--- src/rtl/fetch_unit_if.sv ---
// Fetch-stage bus bundle: the instruction-memory port plus the decode handshake
// and the branch-redirect inputs from execute.
//   master (fetch_unit): drives i_addr, instr, instr_pc, instr_valid
//   slave  (environment): drives i_bus, redirect, redirect_pc, instr_ready
interface fetch_unit_if #(
  parameter int unsigned WIDTH = 16
);
  logic [WIDTH-1:0] i_addr;
  logic [WIDTH-1:0] i_bus;
  logic             redirect;
  logic [WIDTH-1:0] redirect_pc;
  logic [WIDTH-1:0] instr;
  logic [WIDTH-1:0] instr_pc;
  logic             instr_valid;
  logic             instr_ready;

  modport master (
    output i_addr, instr, instr_pc, instr_valid,
    input  i_bus, redirect, redirect_pc, instr_ready
  );

  modport slave (
    input  i_addr, instr, instr_pc, instr_valid,
    output i_bus, redirect, redirect_pc, instr_ready
  );
endinterface

--- src/rtl/fetch_unit.sv ---
// Instruction fetch stage. Owns the PC, issues one word address per cycle to a
// fixed 1-cycle-latency memory, tags returned words with their PC and queues
// them in a 2-entry buffer feeding decode over valid/ready. A redirect flushes
// the stage and issues the new target in the same cycle.
// Ports:
//   clk, rst          clock, asynchronous active-high reset
//   bus.i_addr        fetch address (combinational: redirect_pc on redirect)
//   bus.i_bus         memory data for the address sampled at the previous edge
//   bus.redirect(_pc) flush and refetch from redirect_pc
//   bus.instr/_pc     buffer head word and its address
//   bus.instr_valid   head valid (masked during redirect)
//   bus.instr_ready   decode accepts the head
module fetch_unit #(
  parameter int unsigned         WIDTH    = 16,
  parameter logic [WIDTH-1:0]    RESET_PC = '0
) (
  input  logic          clk,
  input  logic          rst,
  fetch_unit_if.master  bus
);

  typedef struct packed {
    logic [WIDTH-1:0] instr;
    logic [WIDTH-1:0] pc;
  } entry_t;

  logic [WIDTH-1:0] pc_q, pc_d;
  logic             inflight_q, inflight_d;
  logic [WIDTH-1:0] inflight_pc_q, inflight_pc_d;
  entry_t           fifo_q [2];
  entry_t           fifo_d [2];
  logic             rd_ptr_q, rd_ptr_d;
  logic             wr_ptr_q, wr_ptr_d;
  logic [1:0]       count_q, count_d;

  logic [WIDTH-1:0] fetch_addr_c;
  logic             valid_c;
  logic             pop_c;
  logic             push_c;
  logic             issue_c;
  logic [2:0]       occupancy_c;

  // Handshake and issue decisions
  always_comb begin
    fetch_addr_c = bus.redirect ? bus.redirect_pc : pc_q;
    valid_c      = (count_q != 2'd0) & ~bus.redirect;
    pop_c        = valid_c & bus.instr_ready;
    push_c       = inflight_q & ~bus.redirect;
    // Slots that will be spoken for after this edge; issue only if one is free
    occupancy_c  = 3'(count_q) + 3'(inflight_q) - 3'(pop_c);
    issue_c      = bus.redirect | (occupancy_c < 3'd2);
  end

  // Next-state logic
  always_comb begin
    pc_d          = pc_q;
    inflight_d    = issue_c;
    inflight_pc_d = inflight_pc_q;
    fifo_d        = fifo_q;
    rd_ptr_d      = rd_ptr_q;
    wr_ptr_d      = wr_ptr_q;
    count_d       = count_q;

    if (issue_c) begin
      pc_d          = fetch_addr_c + WIDTH'(1);
      inflight_pc_d = fetch_addr_c;
    end

    if (push_c) begin
      fifo_d[wr_ptr_q] = '{instr: bus.i_bus, pc: inflight_pc_q};
    end

    if (bus.redirect) begin
      // Flush: buffered words and the word on i_bus are both stale
      rd_ptr_d = 1'b0;
      wr_ptr_d = 1'b0;
      count_d  = 2'd0;
    end else begin
      rd_ptr_d = rd_ptr_q ^ pop_c;
      wr_ptr_d = wr_ptr_q ^ push_c;
      count_d  = count_q + 2'(push_c) - 2'(pop_c);
    end
  end

  // State registers
  always_ff @(posedge clk or posedge rst) begin
    if (rst) begin
      pc_q          <= RESET_PC;
      inflight_q    <= 1'b0;
      inflight_pc_q <= '0;
      fifo_q[0]     <= '0;
      fifo_q[1]     <= '0;
      rd_ptr_q      <= 1'b0;
      wr_ptr_q      <= 1'b0;
      count_q       <= 2'd0;
    end else begin
      pc_q          <= pc_d;
      inflight_q    <= inflight_d;
      inflight_pc_q <= inflight_pc_d;
      fifo_q        <= fifo_d;
      rd_ptr_q      <= rd_ptr_d;
      wr_ptr_q      <= wr_ptr_d;
      count_q       <= count_d;
    end
  end

  // The issue rule keeps the buffer from ever exceeding two entries
  always_ff @(posedge clk) begin
    if (!rst) begin
      assert (count_q <= 2'd2);
    end
  end

  // Outputs
  always_comb begin
    bus.i_addr      = fetch_addr_c;
    bus.instr       = fifo_q[rd_ptr_q].instr;
    bus.instr_pc    = fifo_q[rd_ptr_q].pc;
    bus.instr_valid = valid_c;
  end

endmodule

--- src/flat_wrapper.sv ---
// flat-port wrapper written by rule: the top's interface ports become plain ports
module fetch_unit_flat 
#(
  parameter int unsigned         WIDTH    = 16,
  parameter logic [WIDTH-1:0]    RESET_PC = '0
)
  (clk, rst, bus_i_addr, bus_instr, bus_instr_pc, bus_instr_valid, bus_i_bus, bus_redirect, bus_redirect_pc, bus_instr_ready);
  fetch_unit_if #(.WIDTH(WIDTH)) bus_i ();
  input  logic clk;
  input  logic rst;
  output wire logic [$bits(bus_i.i_addr)-1:0] bus_i_addr;
  output wire logic [$bits(bus_i.instr)-1:0] bus_instr;
  output wire logic [$bits(bus_i.instr_pc)-1:0] bus_instr_pc;
  output wire logic [$bits(bus_i.instr_valid)-1:0] bus_instr_valid;
  input wire logic [$bits(bus_i.i_bus)-1:0] bus_i_bus;
  input wire logic [$bits(bus_i.redirect)-1:0] bus_redirect;
  input wire logic [$bits(bus_i.redirect_pc)-1:0] bus_redirect_pc;
  input wire logic [$bits(bus_i.instr_ready)-1:0] bus_instr_ready;
  assign bus_i_addr = bus_i.i_addr;
  assign bus_instr = bus_i.instr;
  assign bus_instr_pc = bus_i.instr_pc;
  assign bus_instr_valid = bus_i.instr_valid;
  assign bus_i.i_bus = bus_i_bus;
  assign bus_i.redirect = bus_redirect;
  assign bus_i.redirect_pc = bus_redirect_pc;
  assign bus_i.instr_ready = bus_instr_ready;
  fetch_unit #(.WIDTH(WIDTH), .RESET_PC(RESET_PC)) u_core (.clk(clk), .rst(rst), .bus(bus_i));
endmodule
--- config.mk ---
export PLATFORM = sky130hd
export DESIGN_NAME = fetch_unit_flat
export DESIGN_NICKNAME = d
export VERILOG_FILES = /design/src/rtl/fetch_unit_if.sv /design/src/rtl/fetch_unit.sv /design/src/flat_wrapper.sv
export SDC_FILE = /design/constraint.sdc
export NUM_CORES = 1
export LEC_CHECK = 0
export ABC_CLOCK_PERIOD_IN_PS = 7900
export BUFFER_PORTS_ARGS = -buffer_cell sky130_fd_sc_hd__buf_2
export CAP_MARGIN = 20
export CORE_ASPECT_RATIO = 1.1
export CORE_MARGIN = 5
export CORE_UTILIZATION = 42
export CTS_CLUSTER_DIAMETER = 30
export CTS_CLUSTER_SIZE = 16
export DETAILED_ROUTE_END_ITERATION = 7
export PLACE_DENSITY = 0.67
export SETUP_SLACK_MARGIN = 0.3
export SYNTH_ARGS = -nofsm -noshare
export SYNTH_HDL_FRONTEND = slang
export SYNTH_SLANG_ARGS = --single-unit
--- constraint.sdc ---
create_clock -name clk -period 7.9 [get_ports clk]
set_input_delay 1.185 -clock clk [delete_from_list [all_inputs] [get_ports clk]]
set_output_delay 1.185 -clock clk [all_outputs]
set_load 0.1 [all_outputs]
* Yosys cells after proc, flatten, opt, wreduce, memory -nomap -nowiden
Index checks and enable logic that the tools add are counted.
** Word-level totals
- Output and inout bits :: 49
- Input port bits :: 36
- Bits in registers :: 101
- Word-level logic and storage cells :: 40
** Cells by class
- Order comparisons :: 4
- Multiplexer cells :: 10
- Reductions and logical operators :: 2
- $add $sub $neg :: 5
- Bitwise gates (word level) :: 9
** Operators with widths (count)
- 32-bit 2-to-1 mux :: 4
- 64-bit bitwise mux :: 1
- 32-bit demux with 1-bit select :: 1
- 16-bit by 1-bit adder with 16-bit output, second input constant :: 1
- 16-bit 2-to-1 mux :: 1
- 2-bit greater-or-equal comparator, second input constant :: 2
- 1-bit inverter with 2-bit output :: 2
- 2-bit by 1-bit adder with 3-bit output :: 1
- 1-bit bitwise AND :: 3
- 3-bit by 2-bit < comparator with 1-bit output, second input constant :: 1
- 3-bit by 1-bit subtractor with 3-bit output :: 1
- 2-bit by 1-bit adder with 2-bit output :: 1
- 2-bit by 1-bit < comparator with 1-bit output, second input constant :: 1
- 1-bit 2-to-1 mux :: 2
- 2-bit 2-to-1 mux :: 1
- 2-bit nonzero test :: 1
- 2-bit by 1-bit subtractor with 2-bit output :: 1
- 1-bit bitwise XOR :: 2
- 1-bit logical AND :: 1
- 1-bit inverter :: 1
- 1-bit bitwise OR :: 1

* Depth between registers and ports, before layout
- Word-level depth :: 6
- Depth in mapped cells :: 15

* Worst setup path before layout
Ideal clock, no wire load.
- Kind :: in2reg
- From :: in bus_redirect
- To :: reg u_core.pc_q[5]
- Path buffers :: 4
- Stages on the path :: 15
- Arrival time :: 4.967 ns
- Path slack :: 2.796 ns
- Path through :: buf_6 > buf_4 > buf_2 > nor2_1 > and2_1 > ha_1 > nand2b_1 > fa_1 > xnor2_1 > and2_1 > nor2_1 > clkinv_1 > clkbuf_1 > nor2_1 > a21oi_1
** Between the ends
- Longest elaborated chain between the ends :: 6
- Elaborated cells on any way between the ends :: 8
- Classes of those cells :: 2 x add/sub; 1 x order compare; 1 x mux; 4 x bitwise
** RTL lines
- start: declaration :: line flat_wrapper.sv:16 : input wire logic [$bits(bus_i.redirect)-1:0] bus_redirect;
- 1-bit inverter :: line fetch_unit.sv:46 : valid_c = (count_q != 2'd0) & ~bus.redirect;
- 1-bit bitwise AND :: line fetch_unit.sv:46
- via bus_instr_valid :: line flat_wrapper.sv:14 : output wire logic [$bits(bus_i.instr_valid)-1:0] bus_instr_valid;
- 1-bit bitwise AND :: line fetch_unit.sv:47 : pop_c = valid_c & bus.instr_ready;
- 3-bit by 1-bit subtractor with 3-bit output :: line fetch_unit.sv:50 : occupancy_c = 3'(count_q) + 3'(inflight_q) - 3'(pop_c);
- 3-bit by 2-bit < comparator with 1-bit output :: line fetch_unit.sv:51 : issue_c = bus.redirect | (occupancy_c < 3'd2);
- 1-bit bitwise OR :: line fetch_unit.sv:51
- end signal: assignment :: line fetch_unit.sv:97 : pc_q <= pc_d;
- end: declaration :: line fetch_unit.sv:27 : logic [WIDTH-1:0] pc_q, pc_d;
The timed path passes the listed nets, and every way through them passes these cells.
A chain may end at the register's enable or synchronous reset.

* Worst setup path in the final report
- From :: in bus_redirect
- To :: reg u_core.inflight_pc_q[12]
** Between the ends
- Longest elaborated chain between the ends :: 6
- Elaborated cells on any way between the ends :: 7
- Classes of those cells :: 1 x add/sub; 1 x order compare; 1 x mux; 4 x bitwise
** RTL lines
- 1-bit inverter :: line fetch_unit.sv:46
- 1-bit bitwise AND :: line fetch_unit.sv:46
- 1-bit bitwise AND :: line fetch_unit.sv:47
- 3-bit by 1-bit subtractor with 3-bit output :: line fetch_unit.sv:50
- 3-bit by 2-bit < comparator with 1-bit output :: line fetch_unit.sv:51
- 1-bit bitwise OR :: line fetch_unit.sv:51
- end signal: assignment :: line fetch_unit.sv:99 : inflight_pc_q <= inflight_pc_d;
- end: declaration :: line fetch_unit.sv:29 : logic [WIDTH-1:0] inflight_pc_q, inflight_pc_d;
Several ways; a longest one is shown, not always the timed one.

==> metrics.md <==
| Metric | Value |
|---|---|
| Pre-antenna DRT Iters | 4 |
| Mean Syn Cell Area | 12.1 um^2 |
| Buffer and inverter count on the worst path | 3 |
| Routed len/inst | roughly 16 um |
| Longest Clk Path Bufs | 2 |
| ANT cells | 0 |
| Max Cap Viol | 0 |
| First-pass GRT wire length | 16,700 um |
| Post-CTS Setup Inserts | 0 |
| Post-synth EDFFs | 0 |
| Syn Nets | 440 |
| CP cell instances | buf_2 > nor2_1 > and2_1 > ha_1 > nand2b_1 > fa_1 > xnor2_1 > and2_1 > nor2_1 > clkinv_1 > buf_4 > nor2_1 > a21oi_1 |
| Vias in the first global route | 3,357 |
| Tcrit/Tclk final | 61.6% |
| Total die area | about 14,000 um^2 |
| DIE HEIGHT | 122 um |
| Top delay family on crit path | buffers and inverters |
| Number of vias per cell | between 5 and 6 |
| Layout area overhead | 18.7% |
| Setup crit start kind | input port |
| Post-route setup TNS | 0 ns |
| Achievable frequency | 205 MHz |
| Worst slack, placed | between 2 and 3 ns |
| GRT Overall Usage | roughly 15% |
| Worst-Margin Slew | 0.856 ns |
| Synthesized area | 4800 um^2 |
| Layout cell share with drive strength beyond 1 | 44.0% |
| Clk_lat worst skew | 0.33 ns |
| Synth top area cells | dfrtp_1 (53%), mux2_2 (23%), nor2_1 (3.4%) |
| FILL cells | 1,010 |
| CP peak stage delay | ~0.70 ns |
| Initial Util | 42.3% |
| Worst Setup End Kind | flop |
| Synthesis-stage register bit count | between 100 and 150 |
| PortBufs | 84 |
| Clock slew at reported path FFs | 0.07 ns |
| Design area | 5700 um^2 |
| CTS sink count | about 100 |
| Drt total wl | slightly below 10,000 um |
| Most frequent CP cell | nor2_1 |
| Placed cell areas | 5350 um^2 |
| CTS tree | yes |
| Worst Path Max Fanout | 38 |
| Synth area leader | dfrtp_1 |
| Via count | 3,156 |
| Ports | 85 |
| # setup viols final | 0 |
| Clock Tree Root | clkbuf_16 |
| Core Rows | 41 |
| Number of nets in the final layout | 518 |
| Hold buffer count at CTS | 0 |
| Post-synthesis cell type count | 38 |
| Drt first-iter violations | 132 |
| # H-tree levels | 3 |
| Die W | 112 um |
| WS Path Type | in -> reg |
| Synth Flop Type | dfrtp_1 |
| Post-DP HPWL | 6880 um |
| PostCTS Resize Cnt | 0 |
| Post-route ant nets | 0 |
| Placer Congestion | 0.902 |
| Worst min path class | reg -> reg |
| Yosys warns | 0 |
| Cells after Synth | a little under 400 |
| Final Critical Period | between 4 and 5 ns |
| Clk_skew | 0.00491 ns |
| Unrepaired setup endpoints after global routing | no |
| CP required | 8.10 ns |
| Core Box Area | approximately 11,000 um^2 |
| Hold Fails Final Rpt | 0 |
| Total CTS buffers | 9 |
| Crit path DAT | 5.07 ns |
| Worst-path cell with the longest stage delay | clkinv_1 |
| Largest net degree at the start of global routing | 72 |
| # DRC | 0 |
| Synth top area share | 52.7% |
| Synth async-reset ratio | 100% |
| Setup ws final | 3.03 ns |
| Initial antenna violation count | 0 |
| Max_slew headroom | 42.9% |
| Aggregate global routing overflow | 0 |
| Outcome | complete, no violations |
| Final max-slew violation count | 0 |
| Seq/Total Area, Yosys | 52.7% |
==> sequential cells by signal (all words and copies together) (netlist names) <==
register,count
u_core.fifo_q,64
u_core.inflight_pc_q,16
u_core.pc_q,16
u_core.count_q,2
u_core.inflight_q,1
u_core.rd_ptr_q,1
u_core.wr_ptr_q,1
==> final timing paths <==
| kind | slack, ns | cells after the start | to | startpoint |
|---|---|---|---|---|
| min reg2reg | 0.48 | 2 | u_core.pc_q[1]$_DFFE_PP0P_ | u_core.pc_q[1]$_DFFE_PP0P_ |
| min | 0.48 | 2 | u_core.pc_q[1]$_DFFE_PP0P_ | u_core.pc_q[1]$_DFFE_PP0P_ |
| max reg2reg | 3.97 | 13 | u_core.inflight_pc_q[12]$_DFFE_PP0P_ | u_core.count_q[1]$_DFF_PP0_ |
| min in group asynchronous | 0.84 | 2 | u_core.fifo_q[17]$_DFFE_PP0P_ | rst |
| max | 3.03 | 13 | u_core.inflight_pc_q[12]$_DFFE_PP0P_ | bus_redirect |
| max in group asynchronous | 5.87 | 3 | u_core.fifo_q[6]$_DFFE_PP0P_ | rst |
==> stage by stage <==
stage | util (%) | cells | hold slack, ns
3_3_place_gp | 47.2 | 614 | 0.477
5_1_grt | 50.2 | 630 | 0.504
4_1_cts | 50.2 | 630 | 0.481
6_report | 50.2 | 630 | 0.482
2_1_floorplan | - | 397 | 0.438
3_5_place_dp | 47.2 | 614 | 0.467
==> per-layer routing <==
layer | up-vias | track usage (%) | part of all wire [%]
met5 | - | 0 | 0
met4 | 0 | 5.10 | 0.97
met3 | 9 | 2.53 | 4.7
met1 | 1550 | 20.4 | 46
met2 | 83 | 24.6 | 48
li1 | 1514 | - | -
==> synthesized netlist by cell type, types with 2 or more instances <==
cell type / number
a21oi_1: 24
and2_1: 2
buf_1: 6
clkbuf_1: 12
dfrtp_1: 101
ha_1: 6
inv_1: 18
mux2_2: 100
mux2i_1: 12
nand2_1: 15
nand2b_1: 3
nand3_1: 9
nand3b_1: 4
nand3b_4: 2
nand4_1: 3
nor2_1: 44
o21ai_0: 2
xnor2_1: 12
xor2_1: 3
==> layout make-up <==
cell class | instances | area (um^2) | share of cell area (%)
clock buffer | 10 | 239 | 4.20
clock inverter | 6 | 110 | 1.93
inverter | 19 | 73.8 | 1.30
multi-input combinational | 255 | 2100 | 36.9
sequential | 101 | 2530 | 44.4
tap | 150 | 188 | 3.30
timing repair buffer | 89 | 458 | 8.04
==> logic make-up after synthesis <==
| logic type | share of synthesized area (%) |
|---|---|
| XOR/XNOR | 2.74 |
| AND/OR/NAND/NOR | 8.84 |
| adder cells (fa/ha/maj) | 1.98 |
| buffers and inverters | 3.55 |
| AO/OA/AOI/OAI | 4.23 |
| multiplexers | 26.0 |
| flip-flops | 52.7 |
==> layout by cell type, fill, tap and decap left out, drive strengths merged, types with 3 or more instances in the layout <==
cell	synthesis	routed
nand3b	6	6
nand4	3	3
buf	9	89
dfrtp	101	101
nand2	15	15
mux2	100	100
nand2b	3	3
clkbuf	13	10
nor2	44	44
mux2i	12	12
bufinv	0	3
inv	18	18
nand3	10	10
ha	6	6
xor2	3	3
a21oi	25	25
xnor2	12	12
==> worst reg2reg max path, cell delays in order (launching register included) <==
cell      delay (ns)
dfrtp_1         0.45
nor2_1          0.13
nor2_1          0.05
and2_1          0.23
ha_1            0.27
nand2b_1        0.15
fa_1            0.38
xnor2_1         0.13
and2_1          0.17
nor2_1          0.48
clkinv_1        0.70
buf_4           0.45
nor2_1          0.15
a21oi_1         0.05
Power is not shown: default switching activity piles up to over one toggle a cycle in this logic, so the estimate is an artifact.
